## config.mk

```make
export PLATFORM = sky130hd
export DESIGN_NAME = led7_scan_controller
export DESIGN_NICKNAME = d
export VERILOG_FILES = /design/src/rtl/led7_scan_controller.sv
export SDC_FILE = /design/constraint.sdc
export NUM_CORES = 1
export LEC_CHECK = 0
export CAP_MARGIN = 20
export CORE_MARGIN = 10
export CORE_UTILIZATION = 60
export DETAILED_ROUTE_END_ITERATION = 6
export HOLD_SLACK_MARGIN = 0.03
export PLACE_DENSITY_LB_ADDON = 0.15
export SKIP_LAST_GASP = 1
export SLEW_MARGIN = 20
export SYNTH_ARGS = -nofsm -noshare
export SYNTH_HDL_FRONTEND = slang
export SYNTH_SLANG_ARGS = --single-unit
export TNS_END_PERCENT = 1
```

## constraint.sdc

```tcl
create_clock -name clk -period 6.9 [get_ports clk]
set_clock_uncertainty 0.2 [all_clocks]
set_input_delay 0.69 -clock clk [delete_from_list [all_inputs] [get_ports clk]]
set_output_delay 0.69 -clock clk [all_outputs]
set_load 0.02 [all_outputs]
```

## src/rtl/led7_scan_controller.sv

```systemverilog
// Time-multiplexed scan of NUM_DIGITS hex digits onto one shared 7-segment decoder,
// with per-slot anode blanking, leading-zero suppression and a double-buffered digit load.
module led7_scan_controller #(
  parameter int NUM_DIGITS   = 4,
  parameter int REFRESH_DIV  = 50000,
  parameter int BLANK_CYCLES = 16
) (
  input  logic                    clk,
  input  logic                    rst,
  input  logic                    en,
  input  logic                    load,
  input  logic [4*NUM_DIGITS-1:0] digits_in,
  input  logic [NUM_DIGITS-1:0]   dp_in,
  input  logic                    lz_en,
  output logic [3:0]              S,
  output logic                    dp,
  output logic [NUM_DIGITS-1:0]   an,
  output logic                    frame_tick
);

  localparam int IW = $clog2(NUM_DIGITS);
  localparam int CW = $clog2(REFRESH_DIV);
  localparam logic [CW-1:0] CNT_LAST   = CW'(REFRESH_DIV - 1);
  localparam logic [CW-1:0] CNT_PRE    = CW'(REFRESH_DIV - 2);
  localparam logic [CW-1:0] BLANK_LAST = CW'(BLANK_CYCLES - 1);
  localparam logic [IW-1:0] IDX_LAST   = IW'(NUM_DIGITS - 1);
  localparam logic [NUM_DIGITS-1:0] AN_OFF = '1;

  typedef enum logic [1:0] {IDLE, BLANK, DRIVE} state_t;

  state_t                  state;
  logic [IW-1:0]           idx;
  logic [CW-1:0]           cnt;
  logic [4*NUM_DIGITS-1:0] pend_dig, act_dig;
  logic [NUM_DIGITS-1:0]   pend_dp, act_dp;
  logic                    pend_flag;

  logic                    frame_end, do_copy, suppress;
  logic [IW-1:0]           next_idx, slot_idx;
  logic [4*NUM_DIGITS-1:0] src_dig;
  logic [NUM_DIGITS-1:0]   src_dp, zero_above, an_drive;

  // A slot's S/dp are taken from the buffer as it will be after this edge's copy,
  // so the first digit of a new frame already shows the freshly copied value.
  always_comb begin
    frame_end = (state == DRIVE) && (cnt == CNT_LAST) && (idx == IDX_LAST);
    do_copy   = pend_flag && ((state == IDLE) || (en && frame_end));
    next_idx  = (idx == IDX_LAST) ? '0 : idx + IW'(1);
    slot_idx  = (state == IDLE) ? '0 : next_idx;
    src_dig   = do_copy ? pend_dig : act_dig;
    src_dp    = do_copy ? pend_dp : act_dp;
  end

  // zero_above[i]: active nibbles NUM_DIGITS-1..i are all zero.
  always_comb begin
    zero_above = '0;
    for (int i = 0; i < NUM_DIGITS; i++) begin
      zero_above[i] = 1'b1;
      for (int j = i; j < NUM_DIGITS; j++) begin
        if (act_dig[4*j +: 4] != 4'h0) zero_above[i] = 1'b0;
      end
    end
    suppress = lz_en && (idx != '0) && zero_above[idx];
    an_drive = suppress ? AN_OFF : ~(NUM_DIGITS'(1) << idx);
  end

  always_ff @(posedge clk) begin
    if (rst) begin
      state      <= IDLE;
      idx        <= '0;
      cnt        <= '0;
      pend_dig   <= '0;
      pend_dp    <= '0;
      act_dig    <= '0;
      act_dp     <= '0;
      pend_flag  <= 1'b0;
      S          <= 4'h0;
      dp         <= 1'b0;
      an         <= AN_OFF;
      frame_tick <= 1'b0;
    end else begin
      frame_tick <= en && (state != IDLE) && (idx == IDX_LAST) && (cnt == CNT_PRE);

      // A load on the copy edge lands in pending and keeps the flag for the next frame.
      if (do_copy) begin
        act_dig   <= pend_dig;
        act_dp    <= pend_dp;
        pend_flag <= 1'b0;
      end
      if (load) begin
        pend_dig  <= digits_in;
        pend_dp   <= dp_in;
        pend_flag <= 1'b1;
      end

      if (!en) begin
        state <= IDLE;
        idx   <= '0;
        cnt   <= '0;
        an    <= AN_OFF;
      end else begin
        case (state)
          IDLE: begin
            state <= BLANK;
            idx   <= '0;
            cnt   <= '0;
            an    <= AN_OFF;
            S     <= src_dig[{slot_idx, 2'b00} +: 4];
            dp    <= src_dp[slot_idx];
          end
          BLANK: begin
            cnt <= cnt + CW'(1);
            if (cnt == BLANK_LAST) begin
              state <= DRIVE;
              an    <= an_drive;
            end else begin
              an <= AN_OFF;
            end
          end
          DRIVE: begin
            if (cnt == CNT_LAST) begin
              state <= BLANK;
              cnt   <= '0;
              idx   <= next_idx;
              an    <= AN_OFF;
              S     <= src_dig[{slot_idx, 2'b00} +: 4];
              dp    <= src_dp[slot_idx];
            end else begin
              cnt <= cnt + CW'(1);
              an  <= an_drive;
            end
          end
          default: begin
            state <= IDLE;
            an    <= AN_OFF;
          end
        endcase
      end
    end
  end

endmodule

```

==> summary.txt <==
Run status
  • Status: complete, no violations

Synthesis
  • Post-synthesis cell area: 0.00329 mm^2
  • Cell taking the most area after synthesis: dfxtp_1
  • Fraction of registers with async set/reset: 0
  • Top FF cell, synth: dfxtp_1
  • Ys Warns: 0
  • Post-synthesis average cell area: about 9.8 um^2
  • Post-synthesis register bit count: 71
  • Synth top area share: 0.431
  • Post-synthesis sequential area ratio: 0.431
  • Synth top area cells: dfxtp_1 (43%), mux2i_1 (18%), nor2_1 (7.4%), ha_1 (4.2%), xor2_1 (2.1%)
  • Syn_nets: 371
  • Post-synth EDFFs: 0
  • Yosys cell types: 48
  • Mapped Cells: 335
  • Most frequent cell after synthesis: dfxtp_1
  • Post-synth top cells: dfxtp_1 (71), nor2_1 (65), mux2i_1 (60)

Floorplan
  • Die Y: about 94 um
  • Die width: 94.1 um
  • IO Count: 35
  • Core footprint: about 0.0052 mm^2
  • Total die area: between 0.008 and 0.009 mm^2
  • # rows: 26
  • Initial core utilization: 0.633

Worst setup path
  • Crit path DAT: approximately 2.7 ns
  • Crit path required time: approximately 7.0 ns
  • Critical Path Start Type: input pin
  • Critical-path maximum fanout: 44
  • Crit path kind: in2reg
  • Reg2reg setup slack: about 4.4 ns
  • Worst Setup End Kind: flop

CTS
  • Worst-path clk slew: around 0.070 ns
  • TritonCTS clock tree: done
  • Post-CTS Resized: 0
  • TritonCTS buffer count: 9
  • Root Buffer: clkbuf_8
  • Post-CTS Setup Inserts: 0
  • Clock tree buffer depth: 2
  • Clk Latency, worst-skew pair: between 0.3 and 0.4 ns
  • Clock sinks: 71
  • H-tree depth: 3
  • # hold bufs at CTS: 0

Placed design
  • # port buffers: 34
  • RePlAce Congestion: around 0.85
  • DPL Wire Length: between 4000 and 5000 um

STA
  • Final max-slew violation count: 0
  • Max_slew headroom: 0.432
  • Fmax: slightly below 400 MHz
  • Final hold viol count: 0
  • RSZ-0062 raised after global routing: no
  • Final setup violation count: 0
  • Final Cycle Share: 0.377
  • Period minus WS final: ~2.6 ns
  • TNS Setup: 0 ns
  • Least-Margin Pin Slew: between 0.8 and 0.9 ns

Global route
  • Grt peak-use layer: met2
  • GR Overflow Total: 0
  • All-layer global routing usage: 0.152
  • M1 GR Usage: 0.198
  • Met3 Use GR: 0.0352
  • Vias in the first global route: about 2,400
  • First-pass GRT wire length: 10,900 um
  • Largest net degree at the start of global routing: 45
  • Met2 Usage GRT: 0.236
  • Initial antenna violation count: 0

Layout
  • Sequential cell area: roughly 0.0014 mm^2
  • P&R area growth vs syn: 15.4%
  • Fill count: 399
  • N_diodes: 0
  • Multi-input gate area: around 0.0017 mm^2
  • Nets: 404
  • Share of cells above drive strength 1: 0.0647

Routing
  • ANT nets after route: 0
  • DRT iter0 DRCs: roughly 120
  • Residual DRC count: 0
  • Final WL: 6400 um
  • First-pass detailed-route iteration total: 4
  • Via count: around 2,400
  • Via-to-Cell Ratio: roughly 5.5
  • Avg WL per Cell: between 10 and 15 um

Job
  • Maximum Capacitance Violations: 0

Power
  • Leakage: roughly 1.6 nW
  • Total power: 0.818 mW
  • Maximum VDD drop: 0.162 mV
  • Cell area power density: about 220 mW/mm^2

Worst hold path
  • Worst min path class: reg2reg
layout make-up:
cell class | count | share of cell area
Multi-Input combinational cell | 241 | 0.454
Sequential cell | 71 | 0.374
Clock buffer | 13 | 0.0392
Inverter | 8 | 0.00790
Tap cell | 70 | 0.0230
Timing Repair Buffer | 37 | 0.0941
Clock inverter | 1 | 0.00790
state kept, by name, indices dropped and copies added (netlist names):
| signal | count |
|---|---|
| pend_dig | 16 |
| state | 2 |
| pend_dp | 4 |
| idx | 2 |
| cnt | 16 |
| an | 4 |
| frame_tick | 1 |
| act_dp | 4 |
| pend_flag | 1 |
| S | 4 |
| dp | 1 |
| act_dig | 16 |
layout by cell type, fill, tap and decap left out, types with 2 or more instances in the layout:
cell type	synthesis	routed
nand3_1	5	5
and4_2	2	2
nand2_1	13	13
nor4_1	6	6
nor2b_1	5	5
mux2i_1	60	60
nand2b_1	3	3
nand4_1	4	4
a21oi_1	5	5
clkbuf_8	0	10
inv_1	8	8
xnor2_1	7	7
buf_4	3	3
xor2_1	8	8
or3_1	2	2
a221o_1	5	5
o31a_1	2	2
o21ai_0	7	7
and3_1	6	6
nor2_1	65	65
and2_0	5	5
ha_1	11	11
clkbuf_1	3	3
clkdlybuf4s50_1	0	33
dfxtp_1	71	71
cell families (layout without fill, tap and decap cells):
logic type | after synthesis | in the layout | synth area share
muxes | 60 | 60 | 0.182
AOI/OAI and AO/OA | 27 | 27 | 0.0619
DFF | 71 | 71 | 0.431
and+or+nand+nor | 128 | 128 | 0.198
adders and majority gates | 11 | 11 | 0.0418
xor gates and xnor gates | 15 | 15 | 0.0399
buffers and inverters | 23 | 59 | 0.0444
power breakdown:
part / internal [mW] / switching (mW) / leakage (nW)
registers: 0.423 / 0.00860 / 0.578
clock network: 0.174 / 0.139 / 0.0896
logic: 0.0375 / 0.0365 / 0.935
total: 0.634 / 0.184 / 1.60
critical path, stage by stage:
cell and delay (ns):
clkdlybuf4s50_1 0.42, buf_4 0.27, nor2_1 0.29, nand2_1 0.09, nor4_1 0.65, a221o_1 0.25
through the flow:
stage	hold slack [ns]	area, um^2	setup WS [ns]	util	instances
after floorplan	0.260	3290	4.49	-	335
after global placement	0.272	3630	4.08	0.697	427
after detailed placement	0.281	3620	3.99	0.696	427
after CTS	0.300	3800	4.32	0.731	441
after global routing	0.318	3800	4.14	0.731	441
final	0.297	3800	4.30	0.731	441
per-layer routing:
metal	vias up	share of wire
li1	1232	-
met1	1114	0.50
met2	54	0.44
met3	9	0.047
met4	0	0.010
met5	-	0
path summary, 6_finish.rpt:
check	cells after the start	startpoint	to
max	6	rst	S[1]$_SDFFE_PP0P_
min	2	pend_dp[3]$_SDFFE_PP0P_	act_dp[3]$_SDFF_PP0_
min reg2reg	2	pend_dp[3]$_SDFFE_PP0P_	act_dp[3]$_SDFF_PP0_
max reg2reg	7	state[0]$_SDFFE_PP0P_	dp$_SDFFE_PP0P_
Power figures use the tool's default switching activity.
==> patch: new RTL, same settings <==
Change the parameter `NUM_DIGITS` from 4 to 8.
--- a/src/rtl/led7_scan_controller.sv
+++ b/src/rtl/led7_scan_controller.sv
@@ -3,3 +3,3 @@
 module led7_scan_controller #(
-  parameter int NUM_DIGITS   = 4,
+  parameter int NUM_DIGITS   = 8,
   parameter int REFRESH_DIV  = 50000,
Ports: changed (resized an, digits_in and dp_in); port bits go from 35 to 59. The function was not compared with the original's and may differ.
==> patch against the original RTL <==
- highest routed layer unchanged
- clock power rose to 2.9 times the old value
- sequential cell count up 45
- critical path depth up 1
- routed wire length up 88%
- cell area up 63%
- area after synthesis up 51%
- largest cell class unchanged
- maximum frequency down 24%
- sequential share of layout area up 0.054 points
- worst setup slack worse by 0.81 ns
- hold slack worse by 0.044 ns
- critical endpoint is now S[2]$_SDFFE_PP0P_
- final cell count up 66%
- die area up 40%
- power up 120%
==> patch: results (changes against the original RTL) <==
| Metric | Value |
|---|---|
| Synth cell count leaders | `116 x dfxtp_1, 96 x nor2_1, 70 x nand2_1, 59 x mux2i_1, 33 x a21oi_1` |
| Pwr/cell area | `284 mW/mm^2 (+32%)` |
| GRT Util Overall | `19.4% (+4.2 points)` |
| Buffers, non-clock | `64 (+73%)` |
| Cells after synthesis | `563 (+68%)` |
| Arrival time of the worst setup path | `3.59 ns (+0.92 ns)` |
| Synth Area in XOR/XNOR | `2.28% (-1.7 points)` |
| Largest regs | `act_dig (32), pend_dig (32), cnt (16)` |
| Max IR drop VDD | `0.000196 V (+21%)` |
| Synth Area in Compound Gates | `9.53% (+3.3 points)` |
| Multi-input combinational area share | `40.0% (-5.4 points)` |
| Vias in the first global route | `4178 (+75%)` |
| Inverters | `10 (+2)` |
| Fillers | `535 (+34%)` |
| Pwr Total | `0.00176 W (+120%)` |
| H-tree level count | `4 (+1)` |
| Status | `finished clean` |
| Max-slew headroom | `37.4% (-5.7 points)` |
| Total CTS buffers | `17 (+8)` |
| Pre-CTS setup slack | `3.42 ns (-0.567 ns)` |
| Seq pwr share | `40.5% (-12 points)` |
| Port bufs | `58 (+71%)` |
| FFs & Latches | `116 (+63%)` |
| Synth top area cells | `dfxtp_1 47%, mux2i_1 12%, nor2_1 7.2%` |
| Register area share after synthesis | `46.5% (+3.4 points)` |
| Mapped Nets | `620 (+67%)` |
| First element of the critical path | `cnt[10]$_SDFFE_PP0P_` |
| Static leakage | `2.50 nW (+56%)` |
| DP HPWL | `8220 microns (+76%)` |
| CP max FO | `40 (-9.1%)` |
| Seq/total area | `37.4% (+0.054 points)` |
| Sw Ratio | `21.9% (-0.56 points)` |
| Layout non-clock buf frac | `9.92% (+0.51 points)` |
| Synth Area in Adders | `3.01% (-1.2 points)` |
| Share of cells above drive strength 1 | `7.63% (+1.2 points)` |
| DP Cell Count | `702 (+64%)` |
| Postcts setup bufs | `0 (unchanged)` |
| Yosys cell types | `49 (+2.1%)` |
| Layout Cells excl Fill | `734 (+66%)` |
| Pin count of the biggest net entering global routing | `87 (+93%)` |
| First-pass GRT wire length | `20300 microns (+86%)` |
| Mux share of post-synthesis cell area | `12.4% (-5.9 points)` |
| Hold Startpoint | `pend_dig[12]$_SDFFE_PP0P_` |
| Clock buf count | `23 (+10)` |
| Combinational share of power | `8.1% (-1.0 points)` |
| DR iter-0 viols | `344 (+180%)` |
| Final wirelength | `12000 microns (+88%)` |
| Via density | `5.82 (+6.6%)` |
| Placed Area | `0.00559 sq mm (+54%)` |
| Final net count | `673 (+67%)` |
| RD Place Congestion | `0.931 (+9.6%)` |
| Layout clock area frac | `9.94% (+5.2 points)` |
## patch: cell types whose count changed after synthesis, sizes merged, moves of 6 or more
cell,change
a22oi,+6
dfxtp,+45
nor3,+7
nand2,+57
nor2,+31
or2,+7
or4,+9
clkbuf,+19
a21oi,+28
## patch: layer usage
layer  routed length [microns]  vias to the layer above  global-route usage (%)
li1                          -                     2066                       -
met5                         0                        -                       0
met1                      4910                     2006                    22.8
met2                      6030                      177                    32.9
met3                       865                       24                    6.01
met4                       220                        0                    6.26
## patch: path summary, 6_finish.rpt
path                             to  slack [ns]  cells after the start
max reg2reg       S[2]$_SDFFE_PP0P_        3.49                      7
min          act_dig[12]$_SDFF_PP0_        0.25                      2
max               S[2]$_SDFFE_PP0P_        3.49                      7
min reg2reg  act_dig[12]$_SDFF_PP0_        0.25                      2
## patch: critical path: stages (launching register included)
cell and delay [ns]:
dfxtp_1 0.33, or4_4 0.55, or4_1 0.68, o21a_1 0.24, buf_4 0.29, mux4_1 0.28
a22o_1 0.20, or4_1 0.49
